===== src/rtl/memory_arbiter.sv =====
// Two-port (instruction / data) arbiter in front of a single-port ram, with a grant timeout.
// Optional round-robin arbitration between the ports is enabled by defining MEM_ARB_FAIR_EN.

package memory_arbiter_pkg;
    typedef enum logic [1:0] {
        FREE   = 2'd0,
        BUSY   = 2'd1,
        ACCESS = 2'd2,
        ERROR  = 2'd3
    } ramstate_t;
endpackage

module memory_arbiter
    import memory_arbiter_pkg::*;
#(
    parameter int TIMEOUT = 64,
    parameter int CW      = 7
) (
    input  logic        CLK,
    input  logic        RST,
    input  logic        iREN,
    input  logic [31:0] iaddr,
    output logic        iwait,
    output logic [31:0] iload,
    input  logic        dREN,
    input  logic        dWEN,
    input  logic [31:0] daddr,
    input  logic [31:0] dstore,
    output logic        dwait,
    output logic [31:0] dload,
    output logic        ramREN,
    output logic        ramWEN,
    output logic [31:0] ramaddr,
    output logic [31:0] ramstore,
    input  logic [31:0] ramload,
    input  ramstate_t   ramstate,
    output logic        err
);

    typedef enum logic [1:0] {
        IDLE    = 2'd0,
        GRANT_D = 2'd1,
        GRANT_I = 2'd2
    } state_t;

    localparam logic [CW-1:0] CNT_LAST = CW'(TIMEOUT - 1);

    state_t        state;
    logic [CW-1:0] cnt;
    logic          access;
    logic          d_req;
    logic          grant_d;
    logic          grant_i;
    logic          granted_req;
`ifdef MEM_ARB_FAIR_EN
    logic          last_i;
`endif

    // Ram mux and per-port wait; a pending reset already hides the grant from the ram.
    always_comb begin
        access      = (ramstate == ACCESS);
        d_req       = dREN | dWEN;
        grant_d     = (state == GRANT_D) & ~RST;
        grant_i     = (state == GRANT_I) & ~RST;
        granted_req = (state == GRANT_D) ? d_req : iREN;
        ramREN      = 1'b0;
        ramWEN      = 1'b0;
        ramaddr     = 32'd0;
        ramstore    = 32'd0;
        if (grant_d) begin
            ramREN   = dREN & ~dWEN;
            ramWEN   = dWEN;
            ramaddr  = daddr;
            ramstore = dstore;
        end else if (grant_i) begin
            ramREN   = 1'b1;
            ramWEN   = 1'b0;
            ramaddr  = iaddr;
            ramstore = 32'd0;
        end else begin
            ramREN   = 1'b0;
            ramWEN   = 1'b0;
            ramaddr  = 32'd0;
            ramstore = 32'd0;
        end
        iwait = iREN & ~(grant_i & access);
        dwait = d_req & ~(grant_d & access);
        iload = ramload;
        dload = ramload;
    end

    // Grant FSM with timeout counter and sticky error flag.
    always_ff @(posedge CLK) begin
        if (RST) begin
            state <= IDLE;
            cnt   <= '0;
            err   <= 1'b0;
`ifdef MEM_ARB_FAIR_EN
            last_i <= 1'b1;
`endif
        end else begin
            case (state)
                IDLE: begin
                    cnt <= '0;
`ifdef MEM_ARB_FAIR_EN
                    if (d_req && iREN) begin
                        state <= last_i ? GRANT_D : GRANT_I;
                    end else if (d_req) begin
                        state <= GRANT_D;
                    end else if (iREN) begin
                        state <= GRANT_I;
                    end else begin
                        state <= IDLE;
                    end
`else
                    if (d_req) begin
                        state <= GRANT_D;
                    end else if (iREN) begin
                        state <= GRANT_I;
                    end else begin
                        state <= IDLE;
                    end
`endif
                end
                GRANT_D, GRANT_I: begin
                    if (access) begin
                        state <= IDLE;
                        cnt   <= '0;
`ifdef MEM_ARB_FAIR_EN
                        last_i <= (state == GRANT_I);
`endif
                    end else if (!granted_req) begin
                        state <= IDLE;
                        cnt   <= '0;
                    end else if (cnt == CNT_LAST) begin
                        // Abort without completing; the requester keeps waiting and retries.
                        err   <= 1'b1;
                        state <= IDLE;
                        cnt   <= '0;
                    end else begin
                        cnt <= cnt + CW'(1);
                    end
                end
                default: begin
                    state <= IDLE;
                    cnt   <= '0;
                end
            endcase
        end
    end

endmodule

===== config.mk =====
export PLATFORM = sky130hd
export DESIGN_NAME = memory_arbiter
export DESIGN_NICKNAME = d
export VERILOG_FILES = /design/src/rtl/memory_arbiter.sv
export SDC_FILE = /design/constraint.sdc
export NUM_CORES = 1
export LEC_CHECK = 0
export CAP_MARGIN = 20
export CORE_AREA = 4 4 103 105
export CTS_CLUSTER_DIAMETER = 30
export DETAILED_ROUTE_END_ITERATION = 6
export DIE_AREA = 0 0 107 109
export PLACE_DENSITY = 0.65
export SLEW_MARGIN = 25
export SYNTH_ARGS = -nofsm -noshare
export SYNTH_HDL_FRONTEND = slang
export SYNTH_SLANG_ARGS = --single-unit

===== constraint.sdc =====
create_clock -name CLK -period 2.95 [get_ports CLK]
set_clock_uncertainty 0.2 [all_clocks]
set_input_delay 0.295 -clock CLK [delete_from_list [all_inputs] [get_ports CLK]]
set_output_delay 0.295 -clock CLK [all_outputs]
set_load 0.01 [all_outputs]

# Word-level counts from Yosys, hierarchy flattened

Index checks and enable logic that the tools add are counted.

Register bits: 10
Output and inout port bits: 133

Add/subtract/negate cells: 1
Eq/ne operators: 5
Muxes and demuxes: 13
Bitwise logic cells: 15
Reduce and logical (&&, ||, !) cells: 4

Operator list:

| operator                                                        | number |
|---|---|
| 32-bit 2-to-1 mux                                               | 3 |
| 2-bit 2-to-1 mux                                                | 5 |
| 7-bit by 1-bit adder with 7-bit output, second input constant   | 1 |
| 1-bit AND                                                       | 7 |
| 7-bit by 6-bit == test with 1-bit output, second input constant | 1 |
| 1-bit inverter                                                  | 7 |
| 5-bit OR reduction                                              | 1 |
| 2-bit == test, second input constant                            | 2 |
| 1-bit 2-to-1 mux                                                | 4 |
| 4-bit inequality test, second input constant                    | 1 |
| 2-bit one-hot mux with 2 select lines                           | 1 |
| 4-bit AND reduction                                             | 1 |
| 2-bit by 1-bit == test with 1-bit output, second input constant | 1 |
| 2-bit logical NOT                                               | 1 |
| 2-bit OR reduction                                              | 1 |
| 1-bit bitwise OR                                                | 1 |

# Depth between registers and ports, before layout

Gate-level depths: netlist of run 1.

Word-level depth: 5
Depth in mapped cells: 6
Depth with buffers taken out: 6

# Worst setup path after synthesis of run 1

OpenSTA, ideal clock, no wires.

Path type: reg2out
Start point: register state[1]
End point: output ramaddr[10]
Arrival: 1,429 ps
Data required time: 2,455 ps
Setup slack: 1,026 ps
Cell stages (with the launch flop): 6
Buffers on the path: 1
Cells stage by stage: dfxtp_1 -> inv_1 -> ha_1 -> nor3b_2 -> clkbuf_1 -> a22o_1

Longest elaborated chain between the ends: 4

Ends and longest elaborated chain:

| element                | RTL line | source |
|---|---|---|
| from (decl)            | 48       | `state_t state;` |
| from (signal assigned) | 95       | `state <= IDLE;` |
| from (signal assigned) | 117      | `state <= GRANT_D;` |
| from (signal assigned) | 119      | `state <= GRANT_I;` |
| 2-bit == test          | 64       | `grant_i = (state == GRANT_I) & ~RST;` |
| 1-bit AND              | 64       |  |
| 32-bit 2-to-1 mux      | 75       | `end else if (grant_i) begin` |
| 32-bit 2-to-1 mux (*)  | 70       | `if (grant_d) begin` |
| to (decl)              | 33       | `output logic [31:0] ramaddr,` |

Every way passes the cells marked *; elsewhere a longest branch is shown, timed or not.

# Worst setup path after layout of run 1

Start point: register state[1]
End point: output ramaddr[19]

Same word-level chain as after synthesis.

==> impl_metrics.tcl, run 1 <==
set metrics [dict create \
    crit_arrival_ns 2.15 \
    ir_worst_vdd_v 0.000142 \
    insertion_delay_ns 0.23 \
    core_area_um2 9640 \
    wirelength_um 6640 \
    drive_gt1_share_pct 3.97 \
    syn_inst 199 \
    antenna_cells 0 \
    status "completed" \
    synth_area_um2 1530 \
    crit_type "reg -> out" \
    path_clk_slew_ns 0.05 \
    p_clk_share_pct 21.4 \
    vias_per_cell 3.89 \
    synth_cell_types 28 \
    p_leak_uw 0.00109 \
    clock_sink_count 10 \
    clockBufferDepth 2 \
    io_buffers 171 \
    hold_violations 0 \
    setup_viol 0 \
    grt_overflow 0 \
    crit_path_end_kind "primary output" \
    fin_tns_setup_ns 0 \
    worst_path_max_delay_cell "clkdlybuf4s50_1" \
    grt_usage_pct 10.2 \
    p_sw_share_pct 26.8 \
    syn_avg_cell_area_um2 7.68 \
    yosysWarnings 0 \
    nets 443 \
    routedWlPerCell_um 15.3 \
    rsz0062_at_grt "no" \
    die_w_um 107 \
    initial_core_util_pct 15.8 \
    fin_cells 435 \
    grt_pass1_vias 1767 \
    gp_congestion 0.728 \
    maxCapViolations 0 \
    slowest_delay_ns 0.54 \
    grt_pass1_wl_um 9360 \
    crit_path_cell_trace "inv_1 -> ha_1 -> nor2b_4 -> buf_4 -> a22o_1 -> clkdlybuf4s50_1" \
    timing.slew.headroom_pct 75.1 \
    finalMaxSlewViolations 0 \
    post-cts-setup-buffer-count 0 \
    root_buffer "clkbuf_8" \
    nFillCells 1020 \
    cts-hold-fix-buffers 0 \
    ctsResizeCount 0 \
    h-tree-depth 1 \
    cp_top_family "buffers and inverters" \
    rows 36 \
    io-pin-count 268 \
    ys_seq_elements 10 \
    p_seq_share_pct 22.1 \
    p_switching_uw 172 \
    detail-route-antenna-nets 0 \
    synth-seq-area-share_pct 13.1 \
    dp_hpwl_um 5750 \
    cp.required_ns 2.46 \
    first_pass_iters 4 \
    reg2reg_setup_slack_ns 0.98 \
    drc 0 \
    area_growth_pct 95.4 \
    place_area_um2 2940 \
    die_y_um 109 \
    hold_class "reg -> reg" \
    p_int_uw 470 \
    crit_buf_inv 3 \
    drt-initial-drc-count 70 \
    grt_max_degree 41 \
    dp_cells 432 \
    tightest_slew_ns 0.372 \
    comb_power_share_pct 56.5 \
    fmax_ghz 0.378 \
    final_area_um2 2990 \
    numCtsBuffers 3 \
    synth_nets 338 \
    dieArea_um2 11700 \
    post-route-period-util_pct 89.8 \
    cts_tree "yes" \
    cp_max_fo 27 \
    antenna_found_initial 0 \
    via_count 1694 \
    power_density_nw_per_um2 215 \
    worst_setup_path_start_kind "flip-flop" \
    post-route-min-period_ns 2.65 \
]
through the flow:
| step | setup WS (ns) | util, % | power [µW] | hold WS (ns) |
|---|---|---|---|---|
| 3_3_place_gp | 0.333 | 30.5 | 509 | 0.230 |
| 5_1_grt | 0.142 | 31.0 | 685 | 0.272 |
| 2_1_floorplan | 1.03 | - | 341 | 0.174 |
| 6_report | 0.301 | 31.0 | 642 | 0.242 |
| 3_5_place_dp | 0.293 | 30.5 | 511 | 0.242 |
| 4_1_cts | 0.279 | 31.0 | 653 | 0.249 |
Yosys cell counts (all sizes together):
| library cell | number | area share (%) |
|---|---|---|
| buf | 68 | 33 |
| and2 | 33 | 14 |
| a22o | 32 | 18 |
| dfxtp | 10 | 13 |
| nor2 | 9 | 2.4 |
| inv | 8 | 2.0 |
| clkbuf | 6 | 1.5 |
| ha | 4 | 3.3 |
| nand2 | 3 | 0.74 |
| nand3 | 3 | 0.98 |
| nor2b | 3 | 1.2 |
| nor3 | 3 | 0.98 |
| mux2i | 2 | 1.3 |
| o21ai | 2 | 0.66 |
| xnor2 | 2 | 1.1 |
| xor2 | 2 | 1.1 |
| a2111o | 1 | 0.74 |
| a21oi | 1 | 0.33 |
| a31o | 1 | 0.57 |
| a31oi | 1 | 0.41 |
| nand4 | 1 | 0.41 |
| nor3b | 1 | 0.82 |
| nor4 | 1 | 0.41 |
| o21a | 1 | 0.49 |
| or3 | 1 | 0.74 |
power by group through the flow:
stage | Clock (µW) | Combinational (µW) | Sequential, µW
2_1_floorplan | 0 | 198 | 143
3_3_place_gp | 0 | 365 | 144
3_5_place_dp | 0 | 367 | 144
4_1_cts | 142 | 369 | 142
5_1_grt | 151 | 392 | 142
6_report | 137 | 363 | 142
cell families after synthesis:
group	count (synthesis)	share of synthesized area, %
AO/OA/AOI/OAI	39	21.5
AND/OR/NAND/NOR	58	22.3
adder cells (fa/ha/maj)	4	3.28
XOR/XNOR	4	2.29
flip-flops	10	13.1
multiplexers	2	1.31
buffers and inverters	82	36.2
flip-flops by register name, summed over array words and instances, names as in the netlist:
signal,count
cnt,7
err,1
state,2
area by class of cell:
class / count / area, µm² / share of cell area (%)
Sequential cell: 10 / 200 / 6.71
Clock buffer: 3 / 41.3 / 1.38
Inverter: 8 / 30.0 / 1.01
Tap cell: 133 / 166 / 5.57
Timing Repair Buffer: 174 / 1760 / 58.9
Multi-Input combinational cell: 107 / 788 / 26.4
routing by layer:
layer / up-vias / GRT usage (%) / part of all wire, %
li1: 814 / - / -
met1: 721 / 10.8 / 34
met2: 127 / 18.3 / 50
met3: 32 / 3.67 / 12
met4: 0 / 4.75 / 4.2
met5: - / 0 / 0
final timing paths:
kind / start / end / cells after the start
hold / removal: cnt[0] / cnt[0] / 1
setup reg to reg: state[1] / cnt[2] / 6
hold reg to reg: cnt[0] / cnt[0] / 1
setup / recovery: state[1] / ramaddr[19] / 6
cell usage in the layout, fill, tap and decap left out:
cell type and instances:
nand3_1 3, a22o_1 32, nor3b_4 1, nand2_1 3
ha_1 4, o21a_1 1, a2111o_1 1, nor4_1 1
and2_1 32, mux2i_1 2, or3_4 1, xor2_1 2
nand4_1 1, o21ai_0 2, inv_1 8, a31o_2 1
xnor2_1 2, buf_4 1, buf_12 2, and2_2 1
nor2b_4 1, nor2_1 8, nor2_2 1, clkbuf_8 3
nor2b_1 2, dfxtp_1 10, clkdlybuf4s50_1 171, a31oi_1 1
nor3_1 3, a21oi_1 1
No activity file was read; power rests on OpenSTA's default activity.
==> run 2, diff against run 1 <==
Settings changed: ABC_AREA from default to 1, PLACE_DENSITY 0.65 to 0.67.
==> impl_metrics.tcl, run 2 <==
set metrics [dict create \
    grt_max_degree 35 \
    crit_path_end_kind "primary output" \
    place_area_um2 3140 \
    die_y_um 109 \
    drc 0 \
    grt_overflow 0 \
    finalMaxSlewViolations 0 \
    yosysWarnings 0 \
    maxCapViolations 0 \
    synth_area_um2 1770 \
    yosysTopAreaCellShare_pct 27.2 \
    final_common_cell "clkdlybuf4s50_1" \
    synth.most_common_cell "nand2_1" \
    clockBufferDepth 2 \
    nFillCells 1098 \
    cp.required_ns 2.46 \
    via_count 2123 \
    synth_area_leader_cell "buf_4" \
    worst_setup_path_start_kind "input port" \
    antenna_found_initial 0 \
    p_leak_uw 0.00147 \
    routedWlPerCell_um 15.0 \
    syn_inst 313 \
    rsz0062_at_grt "no" \
    r2r-end "cnt[6]" \
    tightest_slew_ns 0.344 \
    drt-initial-drc-count 123 \
    ir_worst_vdd_v 0.000168 \
    fmax_ghz 0.380 \
    grt_pass1_wl_um 11900 \
    rr_worst_depth 7 \
    power_density_nw_per_um2 288 \
    final_cell_mix "clkdlybuf4s50_1 (171), nand2_1 (75), nor2_1 (49), inv_1 (42), nand3_1 (35)" \
    hold_class "reg -> reg" \
    synth_edf_count 0 \
    top_register "cnt" \
    area_growth_pct 81.1 \
    gp_congestion 0.796 \
    die_w_um 107 \
    crit_start "RST" \
    drive_gt1_share_pct 4.57 \
    dieArea_um2 11700 \
    setup_viol 0 \
    io_buffers 171 \
    final_area_um2 3200 \
    cts_tree "yes" \
    clock_sink_count 10 \
    crit_type "in -> out" \
    hold_violations 0 \
    nets 556 \
    whs_endpoint "cnt[0]" \
    syn_avg_cell_area_um2 5.64 \
    io-pin-count 268 \
    ctsResizeCount 0 \
    wirelength_um 8230 \
    synth-seq-area-share_pct 11.3 \
    synth_cell_types 22 \
    detail-route-antenna-nets 0 \
    hold_start "cnt[0]" \
    grt_pass1_vias 2238 \
    post-route-min-period_ns 2.63 \
    ys.flop_type "dfxtp_1" \
    synth_area_leaders "buf_4 (27%), nand2_1 (16%), dfxtp_1 (11%)" \
    first_pass_iters 6 \
    cts-hold-fix-buffers 0 \
    timing.slew.headroom_pct 77.0 \
    vias_per_cell 3.87 \
    largestRegisters "cnt (7), state (2), err (1)" \
    grt_usage_pct 12.8 \
    status "completed" \
    antenna_cells 0 \
    ys_seq_elements 10 \
    root_buffer "clkbuf_8" \
    initial_core_util_pct 18.3 \
    cp_max_fo 33 \
    numCtsBuffers 3 \
    largest_reg_flops 7 \
    async_flop_share_pct 0 \
    core_area_um2 9640 \
    h-tree-depth 1 \
    dp_hpwl_um 6920 \
    rows 36 \
    post-cts-setup-buffer-count 0 \
    fin_tns_setup_ns 0 \
    min_path_cells 1 \
    hold_slack_ns 0.244 \
    insertion_delay_ns 0.24 \
    synth_nets 452 \
    crit_arrival_ns 2.13 \
    synthTopCellsByCount "nand2_1 (75), buf_4 (64), nor2_1 (49)" \
    r2r-start "state[1]" \
    reg2reg_setup_slack_ns 1.42 \
    post-route-period-util_pct 89.1 \
    path_clk_slew_ns 0.05 \
]
==> run 2: cell families (layout without fill, tap and decap cells) <==
| family | count (synthesis) | count (layout) | synth area share, % |
|---|---|---|---|
| simple gates | 169 | 169 | 41.7 |
| flops | 10 | 10 | 11.3 |
| compound gates | 5 | 5 | 1.56 |
| fa+ha+maj | 4 | 4 | 2.83 |
| xor+xnor | 4 | 4 | 1.98 |
| buf+inv | 121 | 224 | 40.6 |
==> run 2: power breakdown <==
group          leakage, µW  total [µW]  internal, µW  switching [µW]
Combinational      0.00136         601           330             271
Clock            0.0000288         172           117            54.5
Sequential       0.0000810         148           143            4.64
Total              0.00147         920           591             330
==> run 2: worst max-delay path: stages <==
cell and delay (ns):
clkdlybuf4s50_1 0.53, inv_2 0.09, nand2_4 0.08, buf_4 0.32, nand3_1 0.12, nand2_1 0.11, clkdlybuf4s50_1 0.57
==> run 2: routing by layer <==
metal | global-route usage [%] | wire length (µm) | up-vias
li1 | - | - | 1071
met1 | 15.3 | 3200 | 917
met2 | 23.1 | 4180 | 128
met3 | 3.79 | 783 | 7
met4 | 2.28 | 62 | 0
met5 | 0 | 0 | -
==> run 2: worst max path at each step <==
stage / cells after the start / end
5_1_grt: 7 / ramaddr[13]
2_1_floorplan: 6 / dwait
4_1_cts: 7 / ramaddr[8]
3_3_place_gp: 7 / ramaddr[8]
3_5_place_dp: 7 / ramaddr[8]
6_report: 7 / ramaddr[8]
==> run 2: layout make-up <==
cell class	instances	area [µm²]	share of cell area, %
repair buffers	176	1760	55.1
multi-input cells	182	848	26.5
flip-flops and latches	10	200	6.26
well taps	133	166	5.21
clock buffers	4	55.1	1.72
inverters	44	165	5.17
==> run 2: through the flow <==
step	std cells	power (µW)	setup WS, ns	util [%]
after floorplan	313	481	1.33	-
after global placement	545	752	0.316	32.6
after detailed placement	545	752	0.310	32.6
after CTS	549	934	0.299	33.2
after global routing	549	988	0.191	33.2
final	549	920	0.321	33.2
==> run 3, diff against run 2 <==
Settings changed: CORE_AREA 4 4 103 105 to 4 4 102 104, DIE_AREA 0 0 107 109 to 0 0 106 108, PLACE_DENSITY 0.67 to 0.69.
Clock period 2.95 ns to 2.6 ns, I/O delays scaled along.
==> impl_metrics.tcl, run 3 (same netlist as run 2, synthesis figures left out) <==
set metrics [dict create \
    grt_pass1_vias 2157 \
    power_density_nw_per_um2 327 \
    core_area_um2 9550 \
    die_y_um 108 \
    post-cts-setup-buffer-count 0 \
    fin_tns_setup_ns 0 \
    hold_class "reg -> reg" \
    cts_tree "yes" \
    drt-initial-drc-count 174 \
    crit_arrival_ns 2.00 \
    route.met2.wl_um 4010 \
    drt-met1-wl_um 2700 \
    rows 36 \
    rr_worst_depth 7 \
    clockBufferDepth 2 \
    setup_viol 0 \
    maxCapViolations 0 \
    path_clk_slew_ns 0.05 \
    initial_core_util_pct 18.5 \
    h-tree-depth 1 \
    largest_reg_flops 7 \
    top_register "cnt" \
    final_cell_mix "clkdlybuf4s50_1 (171), nand2_1 (75), nor2_1 (49), inv_1 (42), nand3_1 (35)" \
    clock_sink_count 10 \
    detail-route-antenna-nets 0 \
    wirelength_um 7680 \
    cts-hold-fix-buffers 0 \
    first_pass_iters 4 \
    cp.required_ns 2.14 \
    root_buffer "clkbuf_8" \
    grt_pass1_wl_um 11400 \
    nFillCells 1016 \
    wl_met3_um 849 \
    ir_worst_vdd_v 0.000280 \
    dr.max_layer_used "met4" \
    crit_path_end_kind "primary output" \
    grt_usage_pct 12.3 \
    tightest_slew_ns 0.211 \
    grt_overflow 0 \
    preCtsSetupSlack_ns 0.0344 \
    r2r-start "state[1]" \
    crit_start "RST" \
    crit_type "in -> out" \
    dp_hpwl_um 6430 \
    antenna_found_initial 0 \
    worst_setup_path_start_kind "input port" \
    status "completed" \
    largestRegisters "cnt (7), state (2), err (1)" \
    hold_start "err" \
    layout_setup_ws_ns 0.139 \
    reg2reg_setup_slack_ns 1.08 \
    via_count 2138 \
    finalMaxSlewViolations 0 \
    p_leak_uw 0.00149 \
    final_common_cell "clkdlybuf4s50_1" \
    post-route-period-util_pct 94.7 \
    antenna_cells 0 \
    die_w_um 106 \
    min_path_cells 2 \
    nets 557 \
    cp_max_fo 29 \
    r2r-end "state[0]" \
    hold_violations 0 \
    post-route-min-period_ns 2.46 \
    io-pin-count 268 \
    numCtsBuffers 3 \
    rsz0062_at_grt "no" \
    gp_congestion 0.743 \
    drc 0 \
    drive_gt1_share_pct 5.04 \
    grt_max_degree 39 \
    area_growth_pct 83.7 \
    timing.slew.headroom_pct 85.9 \
    fmax_ghz 0.406 \
    io_buffers 171 \
    dieArea_um2 11400 \
    whs_endpoint "err" \
    insertion_delay_ns 0.24 \
    routedWlPerCell_um 14.0 \
    vias_per_cell 3.89 \
]
-- run 3: changes by cell type in the layout (fill, tap and decap cells not counted), sizes merged --
cell  change
buf       +1
-- run 3: layout make-up --
class	count	area, µm²	area share [%]
clock buffer	4	55.1	1.70
multi-input combinational	182	851	26.2
timing repair buffer	177	1810	55.7
sequential	10	200	6.17
inverter	44	165	5.09
tap	133	166	5.13
-- run 3: metrics by stage --
step | cell area (µm²) | hold WS [ns] | total power (µW) | cells | utilization [%]
after floorplan | 1770 | 0.129 | 546 | 313 | -
after global placement | 3170 | 0.228 | 851 | 546 | 33.2
after detailed placement | 3170 | 0.242 | 864 | 546 | 33.2
after CTS | 3230 | 0.252 | 1070 | 550 | 33.9
after global routing | 3240 | 0.280 | 1130 | 550 | 34.0
final | 3240 | 0.253 | 1060 | 550 | 34.0
-- run 3: critical path, cell delays in order --
cell and delay (ns):
clkdlybuf4s50_1 0.54, inv_2 0.10, nand2_4 0.10, buf_8 0.21, nand3_1 0.10, nand2_1 0.12
clkdlybuf4s50_1 0.56
-- run 3: repair_timing --
action | in CTS | in global routing
endpoints found under the hold margin | 0 | 0
resized for setup | 1 | 3
setup endpoints to repair | 1 | 4
pin swaps | 0 | 0
-- run 3: metal layers --
metal,vias up,track usage (%)
met3,11,4.48
met2,146,22.8
met4,0,2.68
li1,1073,-
met1,908,13.4
met5,-,0
-- run 3: power by group --
| group | switching (µW) | total [µW] | internal (µW) |
|---|---|---|---|
| Clock | 65.9 | 199 | 133 |
| Combinational | 302 | 694 | 392 |
| Sequential | 5.84 | 168 | 162 |
| Total | 374 | 1060 | 687 |
-- run 3: how the worst max path moves through the flow --
stage                  endpoint  slack (ns)  cells past startpoint
floorplan                 dwait        1.01                      6
finish              ramaddr[19]        0.14                      7
global route        ramaddr[19]        0.03                      8
detailed placement  ramaddr[19]        0.03                      7
global placement    ramaddr[19]        0.07                      7
CTS                 ramaddr[19]        0.07                      7
